`src/rtl/uart_arb_pkg.sv`:
```
// Shared definitions for the uart_tx arbiter: FSM encodings, default watchdog length
// and the index-width helper used by the interface, the top and the round-robin picker.
package uart_arb_pkg;

    typedef enum logic [1:0] {
        IDLE = 2'd0,
        LOAD = 2'd1,
        WAIT = 2'd2,
        HOLD = 2'd3
    } arb_state_e;

    localparam int DEFAULT_TIMEOUT_CYCLES = 65536;

    // A single requester still needs a 1-bit index so grant_id never collapses to zero width.
    function automatic int idx_width(input int n);
        return (n > 1) ? $clog2(n) : 1;
    endfunction

endpackage

```
`src/rtl/uart_tx_arb_if.sv`:
```
// Bundles the requester handshake, the uart_tx load/done pair and the arbiter status lines.
// The arbiter uses the master view; the requesters plus transmitter side uses the slave view.
interface uart_tx_arb_if #(
    parameter int DATA_WIDTH = 8,
    parameter int N_REQ      = 4
);
    localparam int IDX_W = uart_arb_pkg::idx_width(N_REQ);

    logic [N_REQ-1:0]            req_valid;
    logic [N_REQ*DATA_WIDTH-1:0] req_data;
    logic [N_REQ-1:0]            req_last;
    logic [N_REQ-1:0]            req_ready;
    logic                        tx_wr_en;
    logic [DATA_WIDTH-1:0]       tx_din;
    logic                        tx_done;
    logic [IDX_W-1:0]            grant_id;
    logic                        busy;
    logic                        timeout_err;

    modport master (
        input  req_valid, req_data, req_last, tx_done,
        output req_ready, tx_wr_en, tx_din, grant_id, busy, timeout_err
    );

    modport slave (
        output req_valid, req_data, req_last, tx_done,
        input  req_ready, tx_wr_en, tx_din, grant_id, busy, timeout_err
    );

endinterface

```
`src/rtl/uart_tx_arb_rr_arbiter.sv`:
```
// Combinational round-robin picker: first asserted request at or after ptr_i, wrapping.
// Produces both a one-hot grant and its binary index.
module rr_arbiter #(
    parameter int N     = 4,
    parameter int IDX_W = uart_arb_pkg::idx_width(N)
) (
    input  logic [N-1:0]     req_i,
    input  logic [IDX_W-1:0] ptr_i,
    output logic [N-1:0]     gnt_o,
    output logic [IDX_W-1:0] gnt_idx_o,
    output logic             any_o
);

    int               j;
    logic [IDX_W-1:0] idx;
    logic             found;

    always_comb begin
        gnt_o     = '0;
        gnt_idx_o = '0;
        any_o     = 1'b0;
        found     = 1'b0;
        j         = 0;
        idx       = '0;
        for (int i = 0; i < N; i++) begin
            j = int'(ptr_i) + i;
            if (j >= N) begin
                j = j - N;
            end
            idx = IDX_W'(j);
            if (!found && req_i[idx]) begin
                found      = 1'b1;
                gnt_o[idx] = 1'b1;
                gnt_idx_o  = idx;
            end
        end
        any_o = found;
    end

endmodule

```
`src/rtl/uart_tx_arb.sv`:
```
// Shares one uart_tx between N_REQ byte-stream requesters with round-robin, message-granular
// grants, one load strobe per byte and a watchdog on the transmitter's done pulse.
module uart_tx_arb
    import uart_arb_pkg::*;
#(
    parameter int DATA_WIDTH     = 8,
    parameter int N_REQ          = 4,
    parameter int TIMEOUT_CYCLES = DEFAULT_TIMEOUT_CYCLES
) (
    input logic           clk,
    input logic           rst,
    uart_tx_arb_if.master bus
);

    localparam int IDX_W = idx_width(N_REQ);
    localparam int TMR_W = $clog2(TIMEOUT_CYCLES + 1);
    localparam logic [TMR_W-1:0] TMR_MAX  = TMR_W'(TIMEOUT_CYCLES);
    localparam logic [TMR_W-1:0] TMR_LAST = TMR_W'(TIMEOUT_CYCLES - 1);
    localparam logic [IDX_W-1:0] IDX_LAST = IDX_W'(N_REQ - 1);

    arb_state_e            state_q, state_d;
    logic [IDX_W-1:0]      ptr_q, ptr_d;
    logic [IDX_W-1:0]      grant_q, grant_d;
    logic [DATA_WIDTH-1:0] txDin_q, txDin_d;
    logic                  last_q, last_d;
    logic [TMR_W-1:0]      timer_q, timer_d;
    logic                  wrEn_q, wrEn_d;
    logic [N_REQ-1:0]      ready_q, ready_d;
    logic                  busy_q, busy_d;
    logic                  timeoutErr_q, timeoutErr_d;

    logic [N_REQ-1:0]      rrGnt;
    logic [IDX_W-1:0]      rrIdx;
    logic                  rrAny;
    logic [TMR_W-1:0]      timerInc;
    logic                  timerExpired;

    rr_arbiter #(.N(N_REQ), .IDX_W(IDX_W)) u_rr (
        .req_i     (bus.req_valid),
        .ptr_i     (ptr_q),
        .gnt_o     (rrGnt),
        .gnt_idx_o (rrIdx),
        .any_o     (rrAny)
    );

    assign timerInc     = (timer_q == TMR_MAX) ? timer_q : timer_q + 1'b1;
    assign timerExpired = (timer_q >= TMR_LAST);

    // Every output is computed from the next state so the registered copy lines up with the state.
    always_comb begin
        state_d      = state_q;
        ptr_d        = ptr_q;
        grant_d      = grant_q;
        txDin_d      = txDin_q;
        last_d       = last_q;
        timer_d      = timer_q;
        wrEn_d       = 1'b0;
        ready_d      = '0;
        timeoutErr_d = 1'b0;

        case (state_q)
            IDLE: begin
                if (rrAny) begin
                    grant_d = rrIdx;
                    txDin_d = bus.req_data[int'(rrIdx)*DATA_WIDTH +: DATA_WIDTH];
                    last_d  = bus.req_last[rrIdx];
                    ptr_d   = (rrIdx == IDX_LAST) ? '0 : rrIdx + 1'b1;
                    wrEn_d  = 1'b1;
                    ready_d = rrGnt;
                    state_d = LOAD;
                end
            end
            LOAD: begin
                timer_d = '0;
                state_d = WAIT;
            end
            WAIT: begin
                timer_d = timerInc;
                if (bus.tx_done) begin
                    timer_d = '0;
                    state_d = last_q ? IDLE : HOLD;
                end else if (timerExpired) begin
                    timeoutErr_d = 1'b1;
                    state_d      = IDLE;
                end
            end
            HOLD: begin
                timer_d = timerInc;
                // Only the current owner may continue; everyone else waits for IDLE.
                if (bus.req_valid[grant_q]) begin
                    txDin_d = bus.req_data[int'(grant_q)*DATA_WIDTH +: DATA_WIDTH];
                    last_d  = bus.req_last[grant_q];
                    wrEn_d  = 1'b1;
                    ready_d = N_REQ'(1) << grant_q;
                    state_d = LOAD;
                end else if (timerExpired) begin
                    state_d = IDLE;
                end
            end
            default: state_d = IDLE;
        endcase

        busy_d = (state_d != IDLE);
    end

    always_ff @(posedge clk or negedge rst) begin
        if (!rst) begin
            state_q      <= IDLE;
            ptr_q        <= '0;
            grant_q      <= '0;
            txDin_q      <= '0;
            last_q       <= 1'b0;
            timer_q      <= '0;
            wrEn_q       <= 1'b0;
            ready_q      <= '0;
            busy_q       <= 1'b0;
            timeoutErr_q <= 1'b0;
        end else begin
            state_q      <= state_d;
            ptr_q        <= ptr_d;
            grant_q      <= grant_d;
            txDin_q      <= txDin_d;
            last_q       <= last_d;
            timer_q      <= timer_d;
            wrEn_q       <= wrEn_d;
            ready_q      <= ready_d;
            busy_q       <= busy_d;
            timeoutErr_q <= timeoutErr_d;
        end
    end

    assign bus.req_ready   = ready_q;
    assign bus.tx_wr_en    = wrEn_q;
    assign bus.tx_din      = txDin_q;
    assign bus.grant_id    = grant_q;
    assign bus.busy        = busy_q;
    assign bus.timeout_err = timeoutErr_q;

endmodule

```
`src/flat_wrapper.sv`:
```
// flat-port wrapper written by rule: the top's interface ports become plain ports
module uart_tx_arb_flat import uart_arb_pkg::*;
#(
    parameter int DATA_WIDTH     = 8,
    parameter int N_REQ          = 4,
    parameter int TIMEOUT_CYCLES = DEFAULT_TIMEOUT_CYCLES
)
  (clk, rst, bus_req_valid, bus_req_data, bus_req_last, bus_tx_done, bus_req_ready, bus_tx_wr_en, bus_tx_din, bus_grant_id, bus_busy, bus_timeout_err);
  uart_tx_arb_if #(.DATA_WIDTH(DATA_WIDTH), .N_REQ(N_REQ)) bus_i ();
  input logic clk;
  input logic rst;
  input wire logic [$bits(bus_i.req_valid)-1:0] bus_req_valid;
  input wire logic [$bits(bus_i.req_data)-1:0] bus_req_data;
  input wire logic [$bits(bus_i.req_last)-1:0] bus_req_last;
  input wire logic [$bits(bus_i.tx_done)-1:0] bus_tx_done;
  output wire logic [$bits(bus_i.req_ready)-1:0] bus_req_ready;
  output wire logic [$bits(bus_i.tx_wr_en)-1:0] bus_tx_wr_en;
  output wire logic [$bits(bus_i.tx_din)-1:0] bus_tx_din;
  output wire logic [$bits(bus_i.grant_id)-1:0] bus_grant_id;
  output wire logic [$bits(bus_i.busy)-1:0] bus_busy;
  output wire logic [$bits(bus_i.timeout_err)-1:0] bus_timeout_err;
  assign bus_i.req_valid = bus_req_valid;
  assign bus_i.req_data = bus_req_data;
  assign bus_i.req_last = bus_req_last;
  assign bus_i.tx_done = bus_tx_done;
  assign bus_req_ready = bus_i.req_ready;
  assign bus_tx_wr_en = bus_i.tx_wr_en;
  assign bus_tx_din = bus_i.tx_din;
  assign bus_grant_id = bus_i.grant_id;
  assign bus_busy = bus_i.busy;
  assign bus_timeout_err = bus_i.timeout_err;
  uart_tx_arb #(.DATA_WIDTH(DATA_WIDTH), .N_REQ(N_REQ), .TIMEOUT_CYCLES(TIMEOUT_CYCLES)) u_core (.clk(clk), .rst(rst), .bus(bus_i));
endmodule
```
`config.mk`:
```
export PLATFORM = sky130hd
export DESIGN_NAME = uart_tx_arb_flat
export DESIGN_NICKNAME = d
export VERILOG_FILES = /design/src/rtl/uart_arb_pkg.sv /design/src/rtl/uart_tx_arb_if.sv /design/src/rtl/uart_tx_arb_rr_arbiter.sv /design/src/rtl/uart_tx_arb.sv /design/src/flat_wrapper.sv
export SDC_FILE = /design/constraint.sdc
export NUM_CORES = 1
export LEC_CHECK = 0
export ABC_AREA = 0
export BUFFER_PORTS_ARGS = -buffer_cell sky130_fd_sc_hd__buf_4
export CAP_MARGIN = 25
export CORE_MARGIN = 3
export CORE_UTILIZATION = 40
export DETAILED_ROUTE_END_ITERATION = 8
export HOLD_SLACK_MARGIN = 0.1
export PLACE_DENSITY = 0.69
export SYNTH_ARGS = -nofsm -noshare
export SYNTH_HDL_FRONTEND = slang
export SYNTH_SLANG_ARGS = --single-unit
```
`constraint.sdc`:
```
create_clock -name clk -period 6.8 [get_ports clk]
set_input_delay 2.04 -clock clk [delete_from_list [all_inputs] [get_ports clk]]
set_output_delay 2.04 -clock clk [all_outputs]
set_load 0.05 [all_outputs]
```
**After elaboration in Yosys (flattened, before gate mapping)**

Cells that the tools add are included.

- Add/sub/neg operators: 9
- Multiply operators: 0
- Div/mod/pow operators: 0
- Magnitude comparators: 15
- Eq/ne operators: 7
- Shift operators: 3
- Muxes and demuxes: 63
- Bitwise operators: 3
- Reductions and logical operators: 16

Operator list:

| kind | number |
|---|---|
| $shiftx A32 B6 Y8 | 2 |
| $pmux W17 S3 | 1 |
| $mux W17 | 2 |
| $mux W2 | 14 |
| $mux W4 | 6 |
| $mux W1 | 22 |
| $lt A2 B3 Y1 const B | 6 |
| $add A17 B1 Y17 const B | 1 |
| $eq A17 B17 Y1 const B | 1 |
| $ge A17 B16 Y1 const B | 1 |
| $mux W8 | 2 |
| $pmux W8 S2 | 1 |
| $bmux W1 S2 | 7 |
| $or A4 B4 Y4 | 3 |
| $ge A3 B3 Y1 const B | 3 |
| $demux W1 S2 | 4 |
| $ge A2 B1 Y1 const B | 4 |
| $pmux W2 S4 | 1 |
| $pmux W4 S2 | 1 |
| $sub A2 B1 Y2 const B | 4 |
| $logic_and A1 B1 Y1 | 7 |
| $add A2 B2 Y3 const B | 2 |
| $eq A2 B2 Y1 const B | 3 |
| $ne A2 B1 Y1 const B | 2 |
| 12 further kinds | 16 |

- Register bits after elaboration: 39
- Latch bits: 0
- Bits in writable memories: 0
- Memory bits (read-only): 0
- Bits of input ports: 43
- Output and inout bits: 17
- Logic and storage cells: 126
- Memories: 0

**Logic depth before layout (Yosys ltp)**

Gate-level depths: netlist of the first run.

- Depth in word-level cells: 18
- Depth in mapped cells: 12
- Gate-level depth less buffers: 10

**By module**

Synthesis of the first run repeated with hierarchy kept, for this count alone.

- Cell total of the unflattened synthesis: 250
- Area total of the unflattened synthesis: 2730.1 sq um

Modules (own cells, without submodules):

| module | times used | cells each | area each (sq um) | sequential area each (sq um) |
|---|---|---|---|---|
| uart_tx_arb | 1 | 205 | 2308.5 | 975.9 |
| rr_arbiter | 1 | 45 | 421.7 | 0.0 |

**Least setup slack after synthesis of the first run**

OpenSTA, ideal clock, no wires.

- Path type: input port to flip-flop
- From: in bus_req_valid[2]
- To: reg u_core.txDin_q[0], in the netlist u_core.bus.tx_din[0]
- Setup time: 0.143 ns
- Arrival time: 3.708 ns
- Data required time: 6.657 ns
- Path slack: 2.949 ns
- Stages: 8
- Path buffers: 2
- Cell sequence: clkbuf_1 -> mux2_2 -> a22o_1 -> a31oi_1 -> a2bb2oi_4 -> buf_8 -> mux2i_1 -> o221ai_2

- Cells in the longest elaborated chain, start to end: 15
- Elaborated cells on any way between the ends: 30
- Those cells by class: eq/ne (2); shift (1); mux (20); reduce/logical (7)

RTL lines:

| item | RTL line | RTL |
|---|---|---|
| from (decl) | flat_wrapper.sv:12 | `input wire logic [$bits(bus_i.req_valid)-1:0] bus_req_valid;` |
| $bmux W1 S2 | uart_tx_arb_rr_arbiter.sv:31 | `if (!found && req_i[idx]) begin` |
| $mux W1 (not written as such) | uart_tx_arb_rr_arbiter.sv:31 |  |
| $mux W1 | uart_tx_arb_rr_arbiter.sv:31 |  |
| $logic_not A1 Y1 | uart_tx_arb_rr_arbiter.sv:31 |  |
| $logic_and A1 B1 Y1 | uart_tx_arb_rr_arbiter.sv:31 |  |
| $mux W1 | uart_tx_arb_rr_arbiter.sv:31 |  |
| $logic_not A1 Y1 | uart_tx_arb_rr_arbiter.sv:31 |  |
| $logic_and A1 B1 Y1 | uart_tx_arb_rr_arbiter.sv:31 |  |
| $mux W1 | uart_tx_arb_rr_arbiter.sv:31 |  |
| $logic_not A1 Y1 | uart_tx_arb_rr_arbiter.sv:31 |  |
| $logic_and A1 B1 Y1 | uart_tx_arb_rr_arbiter.sv:31 |  |
| $mux W2 | uart_tx_arb_rr_arbiter.sv:31 |  |
| $shiftx A32 B6 Y8 | uart_tx_arb.sv:65 | `txDin_d = bus.req_data[int'(rrIdx)*DATA_WIDTH +: DATA_WIDTH];` |
| $mux W8 | uart_tx_arb.sv:63 | `if (rrAny) begin` |
| $pmux W8 S2 | uart_tx_arb.sv:61 | `case (state_q)` |
| to (signal assigned) | uart_tx_arb.sv:122 | `txDin_q <= txDin_d;` |
| to (decl) | uart_tx_arb.sv:24 | `logic [DATA_WIDTH-1:0] txDin_q, txDin_d;` |

Several ways; a longest one is shown, not always the timed one. The select of a mux whose other input is x is not followed.
A chain may end at the register's enable or synchronous reset.

**Final worst setup path of the first run**

- From: in bus_req_valid[3]
- To: reg u_core.txDin_q[4], in the netlist u_core.bus.tx_din[4]

Same word-level chain as after synthesis.

==> summary.md, run 1 <==
| Metric | Value |
|---|---|
| Post-route clock skew | `0.0125 ns` |
| Shortest period the worst path allows | `4.08 ns` |
| Synth-to-layout area growth | `20.5%` |
| Area of combinational cells with multiple inputs | `1750 um2` |
| Largest fanout on the critical path | `16` |
| Count of maximum capacitance violations | `0` |
| Die Span Y | `90.8 um` |
| Biggest area consumer among synthesized cells | `sky130_fd_sc_hd__dfrtp_1` |
| Final critical-path share of the clock period | `60.0%` |
| Number of instances in the synthesized netlist | `302` |
| Pin count of the biggest net entering global routing | `40` |
| Summed instance area of the synthesized netlist | `2870 um2` |
| Worst Setup SP | `bus_req_valid[3]` |
| Number of standard cells in the layout, taps in and fillers out | `450` |
| Async S/R FF share, synth | `100%` |
| Overflow left after global routing | `0` |
| Number of standard-cell rows in the floorplan | `30` |
| Clock Root Buffer | `sky130_fd_sc_hd__clkbuf_8` |
| Dpl hpwl | `5250 um` |
| Average instance area after synthesis | `9.52 um2` |
| Global-route wire length before repair | `11400 um` |
| Area fraction in compound gates after synthesis | `20.4%` |
| # resized after CTS | `0` |
| Worst path max stage delay | `0.58 ns` |
| Critical path data arrival time | `4.24 ns` |
| Worst Setup Start Kind | `primary input` |
| Number of nets in the layout | `410` |
| Result of the run | `finished clean` |
| Unique cell type count in the Yosys netlist | `59` |
| WP data required | `6.95 ns` |
| Register bit total from synthesis | `39` |
| Worst-margin pin slew | `0.944 ns` |
| Main combinational cell family by area after synthesis | `compound AO/OA/AOI/OAI gates` |
| Worst-case clock buffer depth | `2` |
| Antenna violations before repair | `0` |
| DRT Wirelength | `6940 um` |
| Post-route DRC violation count | `0` |
| Slowest CP cell | `sky130_fd_sc_hd__mux4_2` |
| Total of buffers placed on input and output ports | `59` |
| Max transition margin | `36.2%` |
| Total of hold buffers inserted after clock tree synthesis | `0` |
| Source of the worst hold timing path | `u_core.bus.tx_din[4]` |
| Combined global-route utilization of all metal layers | `16.8%` |
| Top cells by area in the synthesized netlist | `sky130_fd_sc_hd__dfrtp_1 (34%), sky130_fd_sc_hd__mux2i_1 (7.0%), sky130_fd_sc_hd__ha_1 (6.1%)` |
| Area share of the leading cell type in the synthesized netlist | `34.0%` |
| Xor and xnor area share after synthesis | `3.35%` |
| Fillcell total | `651` |
| Number of sinks handled by clock tree synthesis | `39` |
| Vias in the first global route | `2387` |
| Post-CTS setup repair buffer count | `0` |
| Hold Path Class | `flop to flop` |
| Number of inserted diodes | `0` |
| Final hold viol count | `0` |
| Share of cells above drive strength 1 | `26.8%` |
| DR iter-0 viols | `81` |
| Number of synthesized flops with an enable pin | `0` |
| FF/Latch Area | `976 um2` |
| Final sum of negative setup slack | `0 ns` |
| Largest voltage drop on the vdd net | `0.395 mV` |
| Via density per instance | `5.49` |
| Register area share after synthesis | `34.0%` |
| Net Count, Synth | `359` |
| Count of warnings emitted by yosys | `0` |
| Die width | `90.8 um` |
| Number of placed I/O pins | `60` |
| Power density over cell area | `494 nW/um2` |
| Clock Latency Late Sink | `0.30 ns` |
| Placeable Area | `6870 um2` |
| Number of instances in the placed design | `442` |
| Worst path cell trace | `buf_4 > mux4_2 > nor2b_2 > a2bb2oi_4 > mux2i_1 > o221ai_2` |
| Register clock-pin slew on the reported worst setup and hold paths | `0.08 ns` |
| WS Path Type | `primary input to flop` |
| Length of the first detailed-routing pass in iterations | `4` |
| Leakage Power | `1.56 nW` |
| Final GP Congestion | `0.904` |
| Final number of setup-violating endpoints | `0` |
| Wire length per cell after detailed routing | `15.4 um` |
| Setup repair after global routing missed its margin | `no` |
| Total number of vias | `2469` |
| TritonCTS clock tree | `built` |
| Number of pins with negative max-slew slack in the final report | `0` |
| Predominant post-synthesis flop cell | `sky130_fd_sc_hd__dfrtp_1` |
| Starting density of the core | `41.8%` |
| Worst setup EP type | `flop` |
| Worst flop-to-flop path startpoint | `u_core.ptr_q[0]` |
| Maximum frequency from static timing analysis | `245 MHz` |
| Max H-tree Level | `2` |
| TritonCTS buffer count | `5` |
| Proportion of synthesized area in mux cells | `12.6%` |
| Synth Area in Simple Gates | `18.5%` |
| Die Footprint | `8240 um2` |
| Antenna viol nets, final | `0` |
| Adder-cell share of the synthesized area | `6.09%` |
-- metal layers --
metal | vias up | part of all wire (%) | GRT usage (%)
met5 | - | 0 | 0
met4 | 0 | 0.88 | 4.85
li1 | 1218 | - | -
met1 | 1198 | 43 | 20.6
met2 | 47 | 53 | 29.3
met3 | 6 | 3.2 | 3.75
-- placed cells by master, fill, tap and decap left out, types with 4 or more instances in the layout --
cell                       instances
sky130_fd_sc_hd__nor2_1           35
sky130_fd_sc_hd__dfrtp_1          39
sky130_fd_sc_hd__nand2_1          18
sky130_fd_sc_hd__a21oi_1          16
sky130_fd_sc_hd__nor2b_1           4
sky130_fd_sc_hd__nand3_1          12
sky130_fd_sc_hd__a22oi_1           6
sky130_fd_sc_hd__mux4_2            5
sky130_fd_sc_hd__clkbuf_8          5
sky130_fd_sc_hd__ha_1             14
sky130_fd_sc_hd__o21ai_0          14
sky130_fd_sc_hd__inv_1            13
sky130_fd_sc_hd__a22o_1            5
sky130_fd_sc_hd__xnor2_1           5
sky130_fd_sc_hd__nand4_1           6
sky130_fd_sc_hd__xor2_1            6
sky130_fd_sc_hd__o221ai_2          8
sky130_fd_sc_hd__mux2i_1          20
sky130_fd_sc_hd__or3_1             6
sky130_fd_sc_hd__buf_4            61
-- cell type report --
cell class | count | area share [%]
Clock buffer | 5 | 1.99
Clock inverter | 3 | 1.26
Inverter | 13 | 1.41
Multi-Input combinational cell | 233 | 50.5
Sequential cell | 39 | 28.2
Tap cell | 96 | 3.47
Timing Repair Buffer | 61 | 13.2
-- state kept, by name, indices dropped and copies added (netlist names) --
name	cells
u_core.bus.req_ready	4
u_core.ptr_q	2
u_core.bus.grant_id	2
u_core.last_q	1
u_core.bus.timeout_err	1
u_core.timer_q	17
u_core.bus.tx_din	8
u_core.state_q	2
u_core.bus.busy	1
u_core.bus.tx_wr_en	1
-- power by group --
| part | switching [mW] | total [mW] | internal, mW |
|---|---|---|---|
| clock network | 0.0860 | 0.195 | 0.109 |
| logic | 0.677 | 1.14 | 0.460 |
| registers | 0.0766 | 0.380 | 0.303 |
-- logic make-up (layout without fill, tap and decap cells) --
kind of cell	after synthesis	after routing
flops	39	39
simple gates	106	106
compound gates	73	73
fa+ha+maj	14	14
xor+xnor	11	11
buf+inv	30	82
mux	29	29
-- stage by stage --
step	hold slack, ns	total power [mW]	utilization (%)	worst slack, ns	cell area, um2
after global placement	0.479	1.50	48.8	2.53	3350
after detailed placement	0.483	1.52	48.8	2.41	3350
final	0.494	1.71	50.4	2.72	3460
after global routing	0.525	1.84	50.4	2.60	3460
after floorplan	0.519	1.31	-	2.95	2870
after CTS	0.496	1.72	50.4	2.73	3460
-- cells in the mapped netlist, drive strengths merged, types with 2 or more instances --
| master | instances |
|---|---|
| dfrtp | 39 |
| nor2 | 36 |
| mux2i | 20 |
| nand2 | 18 |
| a21oi | 16 |
| ha | 14 |
| o21ai | 14 |
| inv | 13 |
| nand3 | 12 |
| clkbuf | 10 |
| o221ai | 9 |
| buf | 7 |
| a22oi | 6 |
| nand4 | 6 |
| or3 | 6 |
| xor2 | 6 |
| a22o | 5 |
| mux4 | 5 |
| nor2b | 5 |
| xnor2 | 5 |
| mux2 | 4 |
| and3 | 3 |
| nor3 | 3 |
| nor4 | 3 |
| o211ai | 3 |
| or2 | 3 |
| a211oi | 2 |
| a21boi | 2 |
| a21o | 2 |
| nand2b | 2 |
| nor3b | 2 |
| nor4b | 2 |
| o21bai | 2 |
-- worst paths after layout --
path / to / slack [ns] / cells after the start
setup / recovery: u_core.bus.tx_din[4] / 2.72 / 6
hold / removal: u_core.bus.tx_din[4] / 0.49 / 2
setup reg to reg: u_core.bus.tx_din[4] / 2.97 / 7
hold reg to reg: u_core.bus.tx_din[4] / 0.49 / 2
max in group asynchronous: u_core.last_q / 4.75 / 1
min in group asynchronous: u_core.timer_q[12] / 1.70 / 1
-- critical path, delay by kind of cell --
family | cells | cell delay (ns)
compound gates | 2 | 0.70
buf+inv | 1 | 0.16
mux | 2 | 0.89
simple gates | 1 | 0.44
No activity file was read; power rests on OpenSTA's default activity.
==> run 2: changes to the inputs <==
- clock period: 6.8 -> 3.9 ns (I/O delays scaled with it)
==> summary.md, run 2 (synthesized netlist as in run 1, its figures left out) <==
| Metric | Value |
|---|---|
| WS Path Type | `primary input to flop` |
| Worst-case clock buffer depth | `2 (unchanged)` |
| Most flops, register | `u_core.timer_q` |
| Max transition margin | `55.7% (+19 points)` |
| Clock Root Buffer | `sky130_fd_sc_hd__clkbuf_8` |
| Result of the run | `finished clean` |
| Post-CTS setup repair buffer count | `0 (unchanged)` |
| Total of buffers placed on input and output ports | `59 (unchanged)` |
| Power density over cell area | `877 nW/um2 (+77%)` |
| Most frequent standard cell in the layout excluding fill and tap cells | `sky130_fd_sc_hd__buf_4` |
| Worst setup EP type | `flop` |
| Number of placed I/O pins | `60 (unchanged)` |
| Place WS | `0.498 ns (-1.92 ns)` |
| Overflow left after global routing | `0 (unchanged)` |
| Register clock-pin slew on the reported worst setup and hold paths | `0.07 ns (about the same)` |
| Synth-to-layout area growth | `22.7%` |
| Antenna violations before repair | `0 (unchanged)` |
| Post-route core utilization | `51.3% (+0.89 points)` |
| Post-route clock skew | `0.00903 ns (-0.00347 ns)` |
| Pin count of the biggest net entering global routing | `40 (unchanged)` |
| Combined global-route utilization of all metal layers | `16.9% (+0.17 points)` |
| # resized after CTS | `0 (unchanged)` |
| Length of the first detailed-routing pass in iterations | `4 (unchanged)` |
| Via density per instance | `5.46 (-0.54%)` |
| Fillcell total | `661 (+1.5%)` |
| Hold Path Class | `flop to flop` |
| Maximum frequency from static timing analysis | `325 MHz` |
| TritonCTS clock tree | `built` |
| Placeable Area | `6870 um2 (unchanged)` |
| Number of pins with negative max-slew slack in the final report | `0 (unchanged)` |
| Worst Setup Start Kind | `primary input` |
| Share of cells above drive strength 1 | `27.9% (+1.0 points)` |
| Number of sinks handled by clock tree synthesis | `39 (unchanged)` |
| Worst-margin pin slew | `0.662 ns (-0.282 ns)` |
| Wire length per cell after detailed routing | `15.1 um (-2.3%)` |
| Starting density of the core | `41.8% (unchanged)` |
| Final GP Congestion | `0.853 (-5.6%)` |
| Die Footprint | `8240 um2 (unchanged)` |
| WHS | `0.495 ns (+0.00153 ns)` |
| WP data required | `4.06 ns (-2.89 ns)` |
| Final number of setup-violating endpoints | `0 (unchanged)` |
| Dpl hpwl | `5210 um (-0.90%)` |
| Shortest period the worst path allows | `3.08 ns` |
| Setup repair after global routing missed its margin | `no` |
| Commonest cells after routing, fill and taps aside | `sky130_fd_sc_hd__buf_4 (66), sky130_fd_sc_hd__dfrtp_1 (39), sky130_fd_sc_hd__nor2_1 (35)` |
| DRT Wirelength | `6850 um (-1.3%)` |
| Antenna viol nets, final | `0 (unchanged)` |
| Final hold viol count | `0 (unchanged)` |
| Final sum of negative setup slack | `0 ns (unchanged)` |
| Max H-tree Level | `2 (unchanged)` |
| Flip-flop count of the largest register after layout | `17 (unchanged)` |
| Largest voltage drop on the vdd net | `0.506 mV (+28%)` |
| Count of maximum capacitance violations | `0 (unchanged)` |
| Total of hold buffers inserted after clock tree synthesis | `0 (unchanged)` |
| Die Span Y | `90.8 um (unchanged)` |
| Global-route wire length before repair | `11500 um (+0.97%)` |
| Post-route DRC violation count | `0 (unchanged)` |
| Final critical-path share of the clock period | `79.0%` |
| Number of nets in the layout | `415 (+1.2%)` |
| Largest fanout on the critical path | `15 (-1)` |
| Total number of vias | `2483 (+0.57%)` |
| Vias in the first global route | `2413 (+1.1%)` |
| Clock Latency Late Sink | `0.30 ns (about the same)` |
| Number of inserted diodes | `0 (unchanged)` |
| Die width | `90.8 um (unchanged)` |
| Final worst slack | `0.819 ns (-1.90 ns)` |
| Number of standard-cell rows in the floorplan | `30 (unchanged)` |
| DR iter-0 viols | `100 (+23%)` |
| Leakage Power | `1.59 nW (+2.0%)` |
| Critical path data arrival time | `3.24 ns (-1.00 ns)` |
| TritonCTS buffer count | `5 (unchanged)` |
==> run 2: changes by cell type in the layout (fill, tap and decap cells not counted) <==
cell                         change
sky130_fd_sc_hd__buf_4           +5
sky130_fd_sc_hd__clkinv_4        -1
sky130_fd_sc_hd__bufinv_16       +1
sky130_fd_sc_hd__clkinvlp_4      +1
sky130_fd_sc_hd__clkinv_2        -1
==> run 2: final timing paths <==
kind,from,to,slack (ns),cells after the start
max,bus_req_valid[3],u_core.bus.tx_din[0],0.82,6
min,u_core.bus.tx_din[5],u_core.bus.tx_din[5],0.50,2
max reg2reg,u_core.ptr_q[0],u_core.bus.tx_din[0],0.96,7
min reg2reg,u_core.bus.tx_din[5],u_core.bus.tx_din[5],0.50,2
max in group asynchronous,rst,u_core.state_q[1],2.73,1
min in group asynchronous,rst,u_core.timer_q[13],0.82,1
==> run 2: through the flow <==
step	cells	instance area (um2)	power (mW)
global placement	447	3390	2.67
finish	455	3530	3.09
floorplan	302	2870	2.29
detailed placement	447	3390	2.70
CTS	455	3530	3.11
global route	455	3530	3.31
==> run 2: power by group <==
group	leakage, nW	internal, mW	switching, mW
logic	1.02	0.833	1.24
registers	0.511	0.529	0.0821
clock network	0.0644	0.255	0.151
total	1.59	1.62	1.47
==> run 2: routing by layer <==
layer,vias to the layer above,routed length [um],global-route usage (%)
li1,1219,-,-
met2,33,3490,29.6
met1,1223,3070,21.6
met3,8,171,2.33
met5,-,0,0
met4,0,118,5.23
==> run 2: worst max-delay path, stage by stage <==
cell and delay, ns:
sky130_fd_sc_hd__buf_4 0.16, sky130_fd_sc_hd__mux4_2 0.56, sky130_fd_sc_hd__a2111o_1 0.44, sky130_fd_sc_hd__a211oi_2 0.29, sky130_fd_sc_hd__or3_1 0.44, sky130_fd_sc_hd__o221ai_2 0.16
==> run 2: final cells by class <==
cell class | instances | area, um2 | share of cell area, %
Inverter | 13 | 48.8 | 1.38
Clock buffer | 5 | 68.8 | 1.95
Timing Repair Buffer | 66 | 495 | 14.1
Clock inverter | 3 | 67.6 | 1.92
Tap cell | 96 | 120 | 3.41
Sequential cell | 39 | 976 | 27.7
Multi-Input combinational cell | 233 | 1750 | 49.6
==> run 3: changes to the inputs <==
- PLACE_DENSITY: 0.69 -> 0.72
- clock period: 3.9 -> 2.61 ns (I/O delays scaled with it)
==> summary.md, run 3 (synthesized netlist as in run 1, its figures left out) <==
| Metric | Value |
|---|---|
| Result of the run | `finished clean` |
| Antenna viol nets, final | `0 (unchanged)` |
| Commonest cells after routing, fill and taps aside | `sky130_fd_sc_hd__buf_4 (88), sky130_fd_sc_hd__dfrtp_1 (38), sky130_fd_sc_hd__nor2_1 (35)` |
| Final hold viol count | `0 (unchanged)` |
| Dpl hpwl | `5590 um (+7.5%)` |
| Shortest period the worst path allows | `2.45 ns` |
| Number of inserted diodes | `0 (unchanged)` |
| Overflow left after global routing | `0 (unchanged)` |
| Wire length per cell after detailed routing | `14.6 um (-2.9%)` |
| Power density over cell area | `1300 nW/um2 (+49%)` |
| DR iter-0 viols | `83 (-17%)` |
| Worst-case clock buffer depth | `2 (unchanged)` |
| Clock Root Buffer | `sky130_fd_sc_hd__clkbuf_8` |
| Die Span Y | `90.8 um (unchanged)` |
| Maximum frequency from static timing analysis | `409 MHz` |
| Fillcell total | `652 (-1.4%)` |
| Worst Setup Start Kind | `primary input` |
| TritonCTS buffer count | `5 (unchanged)` |
| Vias in the first global route | `2555 (+5.9%)` |
| Pin count of the biggest net entering global routing | `40 (unchanged)` |
| Final sum of negative setup slack | `0 ns (unchanged)` |
| Max H-tree Level | `2 (unchanged)` |
| Final number of setup-violating endpoints | `0 (unchanged)` |
| Die Footprint | `8240 um2 (unchanged)` |
| WP data required | `2.78 ns (-1.28 ns)` |
| Worst setup EP type | `flop` |
| Most frequent standard cell in the layout excluding fill and tap cells | `sky130_fd_sc_hd__buf_4` |
| Critical path data arrival time | `2.61 ns (-0.63 ns)` |
| Leakage Power | `1.71 nW (+7.0%)` |
| Number of nets in the layout | `440 (+6.0%)` |
| Starting density of the core | `41.8% (unchanged)` |
| Number of sinks handled by clock tree synthesis | `39 (unchanged)` |
| Final critical-path share of the clock period | `93.7%` |
| Clock Latency Late Sink | `0.29 ns (about the same)` |
| Final GP Congestion | `0.849 (-0.56%)` |
| Post-route clock skew | `0.00750 ns (-0.00153 ns)` |
| Flip-flop count of the largest register after layout | `17 (unchanged)` |
| Max transition margin | `66.7% (+11 points)` |
| Most flops, register | `u_core.timer_q` |
| Worst-margin pin slew | `0.500 ns (-0.162 ns)` |
| Length of the first detailed-routing pass in iterations | `4 (unchanged)` |
| Combined global-route utilization of all metal layers | `17.5% (+0.59 points)` |
| Design area | `3720 um2 (+5.6%)` |
| TritonCTS clock tree | `built` |
| Largest fanout on the critical path | `8 (-7)` |
| Area of combinational cells with multiple inputs | `1770 um2 (+1.1%)` |
| Placeable Area | `6870 um2 (unchanged)` |
| Setup slack of the worst register-to-register path | `0.18 ns (-0.78 ns)` |
| Number of standard-cell rows in the floorplan | `30 (unchanged)` |
| Global-route wire length before repair | `12100 um (+5.0%)` |
| Count of maximum capacitance violations | `0 (unchanged)` |
| Total of hold buffers inserted after clock tree synthesis | `0 (unchanged)` |
| Logic depth of the worst register-to-register path | `8 (+1)` |
| Setup repair after global routing missed its margin | `no` |
| Share of cells above drive strength 1 | `32.8% (+5.0 points)` |
| Register clock-pin slew on the reported worst setup and hold paths | `0.08 ns (about the same)` |
| Number of placed I/O pins | `60 (unchanged)` |
| Post-Place Cell Area | `3620 um2 (+6.9%)` |
| Post-route DRC violation count | `0 (unchanged)` |
| Die width | `90.8 um (unchanged)` |
| DRT Wirelength | `7020 um (+2.5%)` |
| FF/Latch Area | `977 um2 (+0.13%)` |
| Number of pins with negative max-slew slack in the final report | `0 (unchanged)` |
| Synth-to-layout area growth | `29.5%` |
| Antenna violations before repair | `0 (unchanged)` |
| Total of buffers placed on input and output ports | `59 (unchanged)` |
| WS Path Type | `primary input to flop` |
| Hold Path Class | `primary input to asynchronous set/reset pin` |
| Via density per instance | `5.35 (-1.9%)` |
| Largest voltage drop on the vdd net | `0.704 mV (+39%)` |
| Total number of vias | `2569 (+3.5%)` |
## run 3: changes by cell type in the layout (fill, tap and decap cells not counted), moves of 2 or more
cell	previous run	this run
sky130_fd_sc_hd__buf_4	66	88
sky130_fd_sc_hd__bufinv_16	2	0
sky130_fd_sc_hd__clkbuf_1	0	2
sky130_fd_sc_hd__buf_12	0	3
## run 3: power breakdown
group | internal (mW) | total (mW) | switching [mW]
sequential | 0.793 | 0.937 | 0.145
combinational | 1.59 | 3.53 | 1.93
clock | 0.187 | 0.387 | 0.199
total | 2.57 | 4.85 | 2.28
## run 3: metrics by stage
stage          setup slack, ns  hold slack [ns]  utilization [%]  cells  total power, mW
6_report                 0.163            0.459             54.2    480             4.85
5_1_grt                 0.0246            0.498             54.2    480             5.21
4_1_cts                 0.0162            0.471             54.0    479             4.86
3_5_place_dp            -0.161            0.485             52.8    471             4.46
3_3_place_gp            -0.111            0.476             52.8    471             4.38
2_1_floorplan          -0.0438            0.487                -    302             3.50
## run 3: routing by layer
layer	vias up	wire [um]	global-route usage, %
li1	1273	-	-
met1	1237	2950	21.8
met2	51	3710	31.3
met3	8	279	2.83
met4	0	83	4.72
met5	-	0	0
## run 3: final timing paths
kind	endpoint	start
min	u_core.timer_q[2]	rst
max	u_core.last_q	bus_req_valid[2]
min reg2reg	u_core.bus.tx_din[2]	u_core.bus.tx_din[2]
min in group clk	u_core.bus.tx_din[2]	u_core.bus.tx_din[2]
max reg2reg	u_core.last_q	u_core.ptr_q[0]
max in group asynchronous	u_core.ptr_q[0]	rst
## run 3: final cells by class
cell class                 count  area share [%]
inverter                      13            1.45
tap                           96            3.23
sequential                    39            26.3
multi-input combinational    233            47.5
clock buffer                   7            2.05
clock inverter                 1           0.134
timing repair buffer          91            19.4
## run 3: critical path: stages
cell and delay (ns):
sky130_fd_sc_hd__buf_4 0.11, sky130_fd_sc_hd__buf_4 0.15, sky130_fd_sc_hd__mux4_2 0.46, sky130_fd_sc_hd__nor2b_2 0.22, sky130_fd_sc_hd__nor2_2 0.11, sky130_fd_sc_hd__mux2_4 0.31
sky130_fd_sc_hd__a2111oi_2 0.38, sky130_fd_sc_hd__a211oi_1 0.08
## run 3: repair_timing
item,CTS,global route
endpoints found under the setup margin,0,9
buffers inserted,0,1
resized for setup,0,2
